==> src/rtl/sad_modesel_luma4x4.sv <==
`default_nettype none
// ============================================================================
// sad_modesel_luma4x4
// Latches eight 4x4 residual blocks, finds the minimum-SAD intra mode by
// scanning one row per cycle, and hands the winner downstream on valid/ready.
// Revision: 1.0
// ============================================================================
module sad_modesel_luma4x4 (
    input  logic               clk,
    input  logic               reset,
    input  logic               start,
    input  logic signed [7:0]  vres    [0:15],
    input  logic signed [7:0]  hres    [0:15],
    input  logic signed [7:0]  vlres   [0:15],
    input  logic signed [7:0]  vrres   [0:15],
    input  logic signed [7:0]  hures   [0:15],
    input  logic signed [7:0]  hdres   [0:15],
    input  logic signed [7:0]  ddlres  [0:15],
    input  logic signed [7:0]  ddrres  [0:15],
    output logic               busy,
    output logic               out_valid,
    input  logic               out_ready,
    output logic [2:0]         best_mode,
    output logic [11:0]        best_sad,
    output logic signed [7:0]  best_res [0:15]
);

    typedef enum logic [1:0] {
        S_IDLE = 2'd0,
        S_SCAN = 2'd1,
        S_DONE = 2'd2
    } state_t;

    state_t              r_state;
    state_t              w_state_nxt;
    logic signed [7:0]   r_bank [0:7][0:15];
    logic signed [7:0]   w_in   [0:7][0:15];
    logic [2:0]          r_m;
    logic [1:0]          r_r;
    logic [11:0]         r_acc;
    logic [11:0]         r_best_sad;
    logic [2:0]          r_best_mode;
    logic [7:0]          w_abs  [0:3];
    logic [9:0]          w_rowsad;
    logic [11:0]         w_total;
    logic                w_accept;
    logic                w_last_row;

    // Magnitude as unsigned 8 bits: -128 maps to 128 without overflow.
    function automatic logic [7:0] abs8(input logic signed [7:0] x);
        abs8 = x[7] ? ((~x) + 8'd1) : x;
    endfunction

    always_comb begin
        for (int i = 0; i < 16; i++) begin
            w_in[0][i] = vres[i];
            w_in[1][i] = hres[i];
            w_in[2][i] = vlres[i];
            w_in[3][i] = vrres[i];
            w_in[4][i] = hures[i];
            w_in[5][i] = hdres[i];
            w_in[6][i] = ddlres[i];
            w_in[7][i] = ddrres[i];
        end
    end

    always_comb begin
        for (int c = 0; c < 4; c++) begin
            w_abs[c] = abs8(r_bank[r_m][{r_r, c[1:0]}]);
        end
        w_rowsad = {2'b00, w_abs[0]} + {2'b00, w_abs[1]}
                 + {2'b00, w_abs[2]} + {2'b00, w_abs[3]};
        w_total  = r_acc + {2'b00, w_rowsad};
    end

    assign w_accept   = (r_state == S_IDLE) && start;
    assign w_last_row = (r_r == 2'd3);

    always_comb begin
        w_state_nxt = r_state;
        case (r_state)
            S_IDLE:  if (start) w_state_nxt = S_SCAN;
            S_SCAN:  if (r_m == 3'd7 && w_last_row) w_state_nxt = S_DONE;
            S_DONE:  if (out_ready) w_state_nxt = S_IDLE;
            default: w_state_nxt = S_IDLE;
        endcase
    end

    always_ff @(posedge clk or negedge reset) begin
        if (!reset) begin
            r_state <= S_IDLE;
        end else begin
            r_state <= w_state_nxt;
        end
    end

    always_ff @(posedge clk or negedge reset) begin
        if (!reset) begin
            for (int m = 0; m < 8; m++) begin
                for (int i = 0; i < 16; i++) begin
                    r_bank[m][i] <= 8'sd0;
                end
            end
            r_m         <= 3'd0;
            r_r         <= 2'd0;
            r_acc       <= 12'd0;
            r_best_sad  <= 12'd0;
            r_best_mode <= 3'd0;
        end else if (w_accept) begin
            r_bank <= w_in;
            r_m    <= 3'd0;
            r_r    <= 2'd0;
            r_acc  <= 12'd0;
        end else if (r_state == S_SCAN) begin
            if (!w_last_row) begin
                r_acc <= w_total;
                r_r   <= r_r + 2'd1;
            end else begin
                // Strict compare keeps the lowest mode index on ties.
                if (r_m == 3'd0 || w_total < r_best_sad) begin
                    r_best_sad  <= w_total;
                    r_best_mode <= r_m;
                end
                r_acc <= 12'd0;
                r_r   <= 2'd0;
                r_m   <= r_m + 3'd1;
            end
        end
    end

    assign busy      = (r_state != S_IDLE);
    assign out_valid = (r_state == S_DONE);
    assign best_mode = r_best_mode;
    assign best_sad  = r_best_sad;

    always_comb begin
        for (int i = 0; i < 16; i++) begin
            best_res[i] = r_bank[r_best_mode][i];
        end
    end

endmodule
`default_nettype wire
==> config.mk <==
export PLATFORM = sky130hd
export DESIGN_NAME = sad_modesel_luma4x4
export DESIGN_NICKNAME = d
export VERILOG_FILES = /design/src/rtl/sad_modesel_luma4x4.sv
export SDC_FILE = /design/constraint.sdc
export NUM_CORES = 2
export LEC_CHECK = 0
export ABC_AREA = 0
export ABC_CLOCK_PERIOD_IN_PS = 9100
export CAP_MARGIN = 20
export CELL_PAD_IN_SITES_DETAIL_PLACEMENT = 1
export CELL_PAD_IN_SITES_GLOBAL_PLACEMENT = 1
export CORE_AREA = 8 8 455 457
export CTS_BUF_LIST = sky130_fd_sc_hd__clkbuf_2 sky130_fd_sc_hd__clkbuf_4 sky130_fd_sc_hd__clkbuf_8
export DETAILED_ROUTE_END_ITERATION = 8
export DIE_AREA = 0 0 463 465
export PLACE_DENSITY = 0.68
export SYNTH_ARGS = -nofsm -noshare
export SYNTH_HDL_FRONTEND = slang
export SYNTH_SLANG_ARGS = --single-unit
export TNS_END_PERCENT = 100
==> constraint.sdc <==
create_clock -name clk -period 9.1 [get_ports clk]
set_clock_uncertainty 0.1 [all_clocks]
set_input_delay 1.365 -clock clk [delete_from_list [all_inputs] [get_ports clk]]
set_output_delay 1.365 -clock clk [all_outputs]
set_load 0.01 [all_outputs]
Yosys cells after proc, flatten, opt, wreduce, memory -nomap -nowiden:

Index checks and enable logic that the tools add are counted.

* output and inout bits: 145
* bits in registers: 1058
* word-level logic and storage cells: 215

* magnitude comparators: 7
* equality and inequality tests: 7
* reductions and logical operators: 11
* bitwise logic cells: 11
* $add $sub $neg: 10
* multiplexer cells: 35

Operators with widths (count)
* 128-bit binary-select mux with 3-bit select: 2
* 128-bit two-way mux: 4
* 8-bit binary-select mux with 4-bit select: 4
* 8-bit two-way mux: 12
* 12-bit two-way mux: 3
* 8-bit by 1-bit adder with 8-bit output (second input constant): 4
* 8-bit inverter: 4
* 5-bit >= comparator (second input constant): 4
* 4-bit inverter with 5-bit output: 4
* 12-bit by 10-bit adder with 12-bit output: 1
* 12-bit < comparator: 1
* 2-bit two-way mux: 6
* 10-bit by 8-bit adder with 10-bit output: 1
* 9-bit by 8-bit adder with 10-bit output: 1
* 8-bit by 8-bit adder with 9-bit output: 1
* 3-bit two-way mux: 3
* 4-bit >= comparator (second input constant): 2
* 3-bit inverter with 4-bit output: 2
* 2-bit case mux with 3 select lines: 1
* 2-bit nonzero test: 3
* 2-bit equality test (second input constant): 2
* 2-bit != test (second input constant): 2
* 4-bit AND reduction: 1
* 3-bit by 1-bit adder with 3-bit output (second input constant): 1
* 11 further kinds: 12

Logic depth before layout (Yosys ltp):

* depth after elaboration: 17
* mapped depth: 34
* mapped depth without buffers: 29

Worst setup path before layout:

No wires, ideal clock.

* path type: reg2reg
* start point: register r_m[0]
* end point: register r_best_sad[10], in the netlist best_sad[10]
* data arrival time: 7239 ps
* buffers on the path: 5
* stages on the path, launching flop included: 35
* clock period less this slack: 7464 ps
* slack: 1636 ps
* cells stage by stage: dfrtp_1 buf_6 buf_12 buf_6 buf_6 mux4_1 mux2i_1 nor2_1 a21oi_1 o221ai_1 inv_1 ha_1 nor2_1 a21oi_1 fa_1 inv_1 fa_1 inv_1 fa_1 ha_1 fa_1 a21o_1 a21oi_1 o21bai_1 a2111oi_0 nor2_1 xnor2_1 ha_1 o21a_1 o21ai_0 nand2b_1 a31oi_1 o21ai_1 buf_2 mux2_2

* word-level cells in the longest chain between the ends: 17
* elaborated cells on any way between the ends: 36
* those cells by class: add/sub: 8; order compare: 1; mux: 19; bitwise: 5; reduce/logical: 3

Ends and longest elaborated chain
* start, declared: line 38 `logic [2:0] r_m;`
* start signal, assigned: line 126 `r_m <= r_m + 3'd1;`
* 3-bit inverter with 4-bit output (implied by the code) (*): line 69 `w_abs[c] = abs8(r_bank[r_m][{r_r, c[1:0]}]);`
* 128-bit binary-select mux with 3-bit select (*): line 69
* 128-bit two-way mux (implied by the code) (*) (2 in a row): line 69
* 8-bit binary-select mux with 4-bit select: line 69
* 8-bit two-way mux (implied by the code) (2 in a row): line 69
* 8-bit inverter: line 51 `abs8 = x[7] ? ((~x) + 8'd1) : x;`
* 8-bit by 1-bit adder with 8-bit output: line 51
* 8-bit two-way mux: line 51
* 8-bit by 8-bit adder with 9-bit output: line 71 `w_rowsad = {2'b00, w_abs[0]} + {2'b00, w_abs[1]}`
* 9-bit by 8-bit adder with 10-bit output: line 72 `+ {2'b00, w_abs[2]} + {2'b00, w_abs[3]};`
* 10-bit by 8-bit adder with 10-bit output (*): line 72
* 12-bit by 10-bit adder with 12-bit output (*): line 73 `w_total = r_acc + {2'b00, w_rowsad};`
* via w_total[9]: line 45 `logic [11:0] w_total;`
* 12-bit < comparator (*): line 120 `if (r_m == 3'd0 || w_total < r_best_sad) begin`
* 1-bit logical OR (*): line 120
* 4-bit AND reduction (no source line) (*)
* end signal, assigned: line 121 `r_best_sad <= w_total;`
* end, declared: line 41 `logic [11:0] r_best_sad;`

The timed path passes the listed nets; every way through them passes the cells marked *. The select of a mux whose other input is x is not followed.
A chain may end at the register's enable or synchronous reset.

Worst setup path in the final report:

* start point: register r_m[0]
* end point: register r_best_mode[0], in the netlist best_mode[0]

* word-level cells in the longest chain between the ends: 17
* elaborated cells on any way between the ends: 36
* those cells by class: add/sub: 8; order compare: 1; mux: 19; bitwise: 5; reduce/logical: 3

Ends and longest elaborated chain
* 3-bit inverter with 4-bit output (implied by the code) (*): line 69
* 128-bit binary-select mux with 3-bit select (*): line 69
* 128-bit two-way mux (implied by the code) (*) (2 in a row): line 69
* 8-bit binary-select mux with 4-bit select: line 69
* 8-bit two-way mux (implied by the code) (2 in a row): line 69
* 8-bit inverter: line 51
* 8-bit by 1-bit adder with 8-bit output: line 51
* 8-bit two-way mux: line 51
* 8-bit by 8-bit adder with 9-bit output: line 71
* 9-bit by 8-bit adder with 10-bit output: line 72
* 10-bit by 8-bit adder with 10-bit output (*): line 72
* 12-bit by 10-bit adder with 12-bit output (*): line 73
* via w_total[9]: line 45
* 12-bit < comparator (*): line 120
* 1-bit logical OR (*): line 120
* 4-bit AND reduction (no source line) (*)
* end signal, assigned: line 122 `r_best_mode <= r_m;`
* end, declared: line 42 `logic [2:0] r_best_mode;`

Marks and branches as above.

==> flow_metrics.env <==
export IMPL_status="finished, final reports clean"
export IMPL_rr_startpoint="r_m[0]"
export IMPL_avgSynthCellArea_um2=9.95
export IMPL_start_util=0.285
export IMPL_worstSkewPairLatency_ps=990
export IMPL_fmax_ghz=0.115
export IMPL_yosys_warnings=0
export IMPL_cts_buffer_depth=3
export IMPL_power_internal_mw=21.4
export IMPL_ys_types=71
export IMPL_cts_htree_levels=4
export IMPL_postCtsHoldBufs=0
export IMPL_die_x_um=463
export IMPL_setup_ws_ps=413
export IMPL_cts_repair_resized=0
export IMPL_drtPass1Iterations=5
export IMPL_cpMostUsedCell="fa_1"
export IMPL_ys_seq_area_frac=0.463
export IMPL_multi_input_area_um2=28700
export IMPL_post_cts_buffers=0
export IMPL_whs_ps=390
export IMPL_power_switching_share=0.473
export IMPL_avgViaCountPerCell=5.21
export IMPL_area_delta_synth_final_pct=33.2
export IMPL_min_period_ps=8690
export IMPL_hp_class="flip-flop to flip-flop"
export IMPL_ys_seq_elements=1058
export IMPL_setup_violations=0
export IMPL_grt_overflow_total=0
export IMPL_cp_max_fo=27
export IMPL_utilization=0.380
export IMPL_drt_wl_total_um=312000
export IMPL_synth_most_common_cell="nand2_1"
export IMPL_holdPathEnd="r_bank[701]"
export IMPL_r2r_slack_ps=410
export IMPL_vias=50700
export IMPL_setup_tns_final_ps=0
export IMPL_p_seq_frac=0.228
export IMPL_cts_buffers=200
export IMPL_p_clk_frac=0.129
export IMPL_slowest_stage="dfrtp_4"
export IMPL_hold_depth=2
export IMPL_relSlewSlack=0.0228
export IMPL_synth_cells=5750
export IMPL_p_switching_mw=19.2
export IMPL_grt_max_degree=217
export IMPL_setup_worst_path_class="flip-flop to flip-flop"
export IMPL_synth_area_leader_cell="dfrtp_1"
export IMPL_hold_viol_final=0
export IMPL_synth_ff_type="dfrtp_1"
export IMPL_synth_fp_nets=6835
export IMPL_synth_enable_flop_cells=0
export IMPL_place_gp_congestion=0.952
export IMPL_root_buffer="clkbuf_8"
export IMPL_irDropWorstVdd_uv=1080
export IMPL_hp_start="r_bank[701]"
export IMPL_final_fill_count=22500
export IMPL_pre_cts_ws_ps=504
export IMPL_die_area_um2=215000
export IMPL_wire_per_inst_um=32.1
export IMPL_leakagePower_nw=35.2
export IMPL_netlist_area_leader_share=0.463
export IMPL_cp_start_kind="flip-flop"
export IMPL_cp_required_ps=9850
export IMPL_drtIter0Drc=4077
export IMPL_synth_commonest_cells="nand2_1 (3103), dfrtp_1 (1058), mux4_2 (477), clkbuf_1 (259), mux2_2 (154)"
export IMPL_reg2reg_depth=28
export IMPL_cts_tree="yes"
export IMPL_grt_pass1_wl_um=432000
export IMPL_layout_drive_gt1_share=0.160
export IMPL_synth_area_um2=57200
export IMPL_die_y_um=465
export IMPL_final_antenna_net_count=0
export IMPL_cts_clk_slew_worst_paths_ps=60
export IMPL_dp_hpwl_um=244000
export IMPL_slew_violations=0
export IMPL_drv_cap=0
export IMPL_drc_errors=0
export IMPL_cts_sinks=1058
export IMPL_grt_pass1_vias=53500
export IMPL_crit_path_end_kind="flip-flop"
export IMPL_antenna_found_initial=111
export IMPL_slowest_delay_ps=780
export IMPL_nNetsFinal=7914
export IMPL_grt_usage=0.281
export IMPL_core_area_um2=200000
export IMPL_io_pins=1173
export IMPL_powerDensity_nw_per_um2=533
export IMPL_async_flop_share=1.00
export IMPL_cp_arrival_ps=9440
export IMPL_rr_endpoint="best_mode[0]"
export IMPL_synthTopCellsByArea="dfrtp_1 (46%), nand2_1 (20%), mux4_2 (19%), mux2_2 (3.0%), mux2i_1 (1.8%)"
export IMPL_fin_crit_sh=0.955
export IMPL_num_rows=165
export IMPL_place_port_buffers=1172
export IMPL_comb_power_share=0.643
export IMPL_regArea_um2=26500
export IMPL_worst_pin_slew_ps=1470
export IMPL_grt_setup_unrepaired="no"
[how the worst max path moves through the flow]
stage          cells after the start           end  slack [ps]   start
2_1_floorplan                     34  best_sad[10]        1640  r_m[0]
3_3_place_gp                      28  best_sad[11]         330  r_m[0]
3_5_place_dp                      28  best_mode[1]         500  r_m[0]
4_1_cts                           28   best_sad[3]         460  r_m[0]
5_1_grt                           28   best_sad[1]          40  r_m[0]
6_report                          28  best_mode[0]         410  r_m[0]
[routing by layer]
| metal | vias up | track usage | part of all wire | routed length [um] |
|---|---|---|---|---|
| met3 | 517 | 0.0692 | 0.069 | 21700 |
| met4 | 38 | 0.122 | 0.047 | 14800 |
| met2 | 2226 | 0.448 | 0.47 | 145000 |
| li1 | 21500 | - | - | - |
| met5 | - | 0 | 0.00073 | 228 |
| met1 | 26400 | 0.364 | 0.42 | 130000 |
[logic make-up (layout without fill, tap and decap cells)]
| kind of cell | after synthesis | count (layout) | share of synthesized area |
|---|---|---|---|
| simple gates | 3231 | 3231 | 0.216 |
| buf+inv | 447 | 1680 | 0.0353 |
| flops | 1058 | 1058 | 0.463 |
| other cells | 0 | 74 | 0 |
| fa+ha+maj | 57 | 57 | 0.0155 |
| compound gates | 181 | 181 | 0.0230 |
| xor+xnor | 29 | 29 | 0.00444 |
| mux | 747 | 747 | 0.243 |
[metrics by stage]
| stage | std cells | area (um^2) | power (mW) |
|---|---|---|---|
| after floorplan | 5750 | 57200 | 26.4 |
| after global placement | 9298 | 71500 | 35.5 |
| after detailed placement | 9298 | 71500 | 35.7 |
| after CTS | 9654 | 75900 | 41.1 |
| after global routing | 9700 | 76100 | 42.9 |
| final | 9729 | 76100 | 40.6 |
[sequential cells by signal (all words and copies together), names as in the netlist]
register	cells
r_state	2
r_m	3
best_mode	3
best_sad	12
r_bank	1024
r_r	2
r_acc	12
[area by class of cell]
type / instances / area share
antenna: 74 / 0.00243
sequential: 1058 / 0.348
clock buffer: 321 / 0.0523
multi-input combinational: 4245 / 0.377
clock inverter: 35 / 0.00588
inverter: 56 / 0.00278
timing repair buffer: 1268 / 0.168
tap: 2672 / 0.0439
[placed cells by master, fill, tap and decap left out, types with 11 or more instances in the layout]
cell,instances
nand3_1,22
diode_2,74
mux4_1,11
clkinv_2,16
xor2_1,12
buf_4,72
a22oi_1,41
nand2_1,3102
fa_1,23
mux2i_1,100
ha_1,34
clkbuf_4,70
a211oi_1,12
nor2_1,32
dfrtp_1,1050
nand2b_1,13
clkdlybuf4s50_1,1171
inv_1,54
mux4_2,477
clkbuf_8,251
nor2b_1,16
o21ai_0,16
a21oi_1,24
buf_12,24
a22o_1,16
xnor2_1,17
mux2_2,154
[power by group through the flow]
stage                     combinational (mW)  clock (mW)  sequential (mW)
after floorplan                         18.4           0             8.00
after global placement                  26.3           0             9.15
after detailed placement                26.5           0             9.24
after CTS                               26.6        5.37             9.18
after global routing                    27.9        5.57             9.44
final                                   26.1        5.24             9.26
[worst max-delay path, delay by kind of cell (launching register included)]
family	cells	cell delay, ps
compound gates	10	2120
xor+xnor	2	520
fa+ha+maj	5	1900
buf+inv	4	990
flops	1	780
mux	3	1370
simple gates	4	720
No activity file was read; power rests on OpenSTA's default activity.
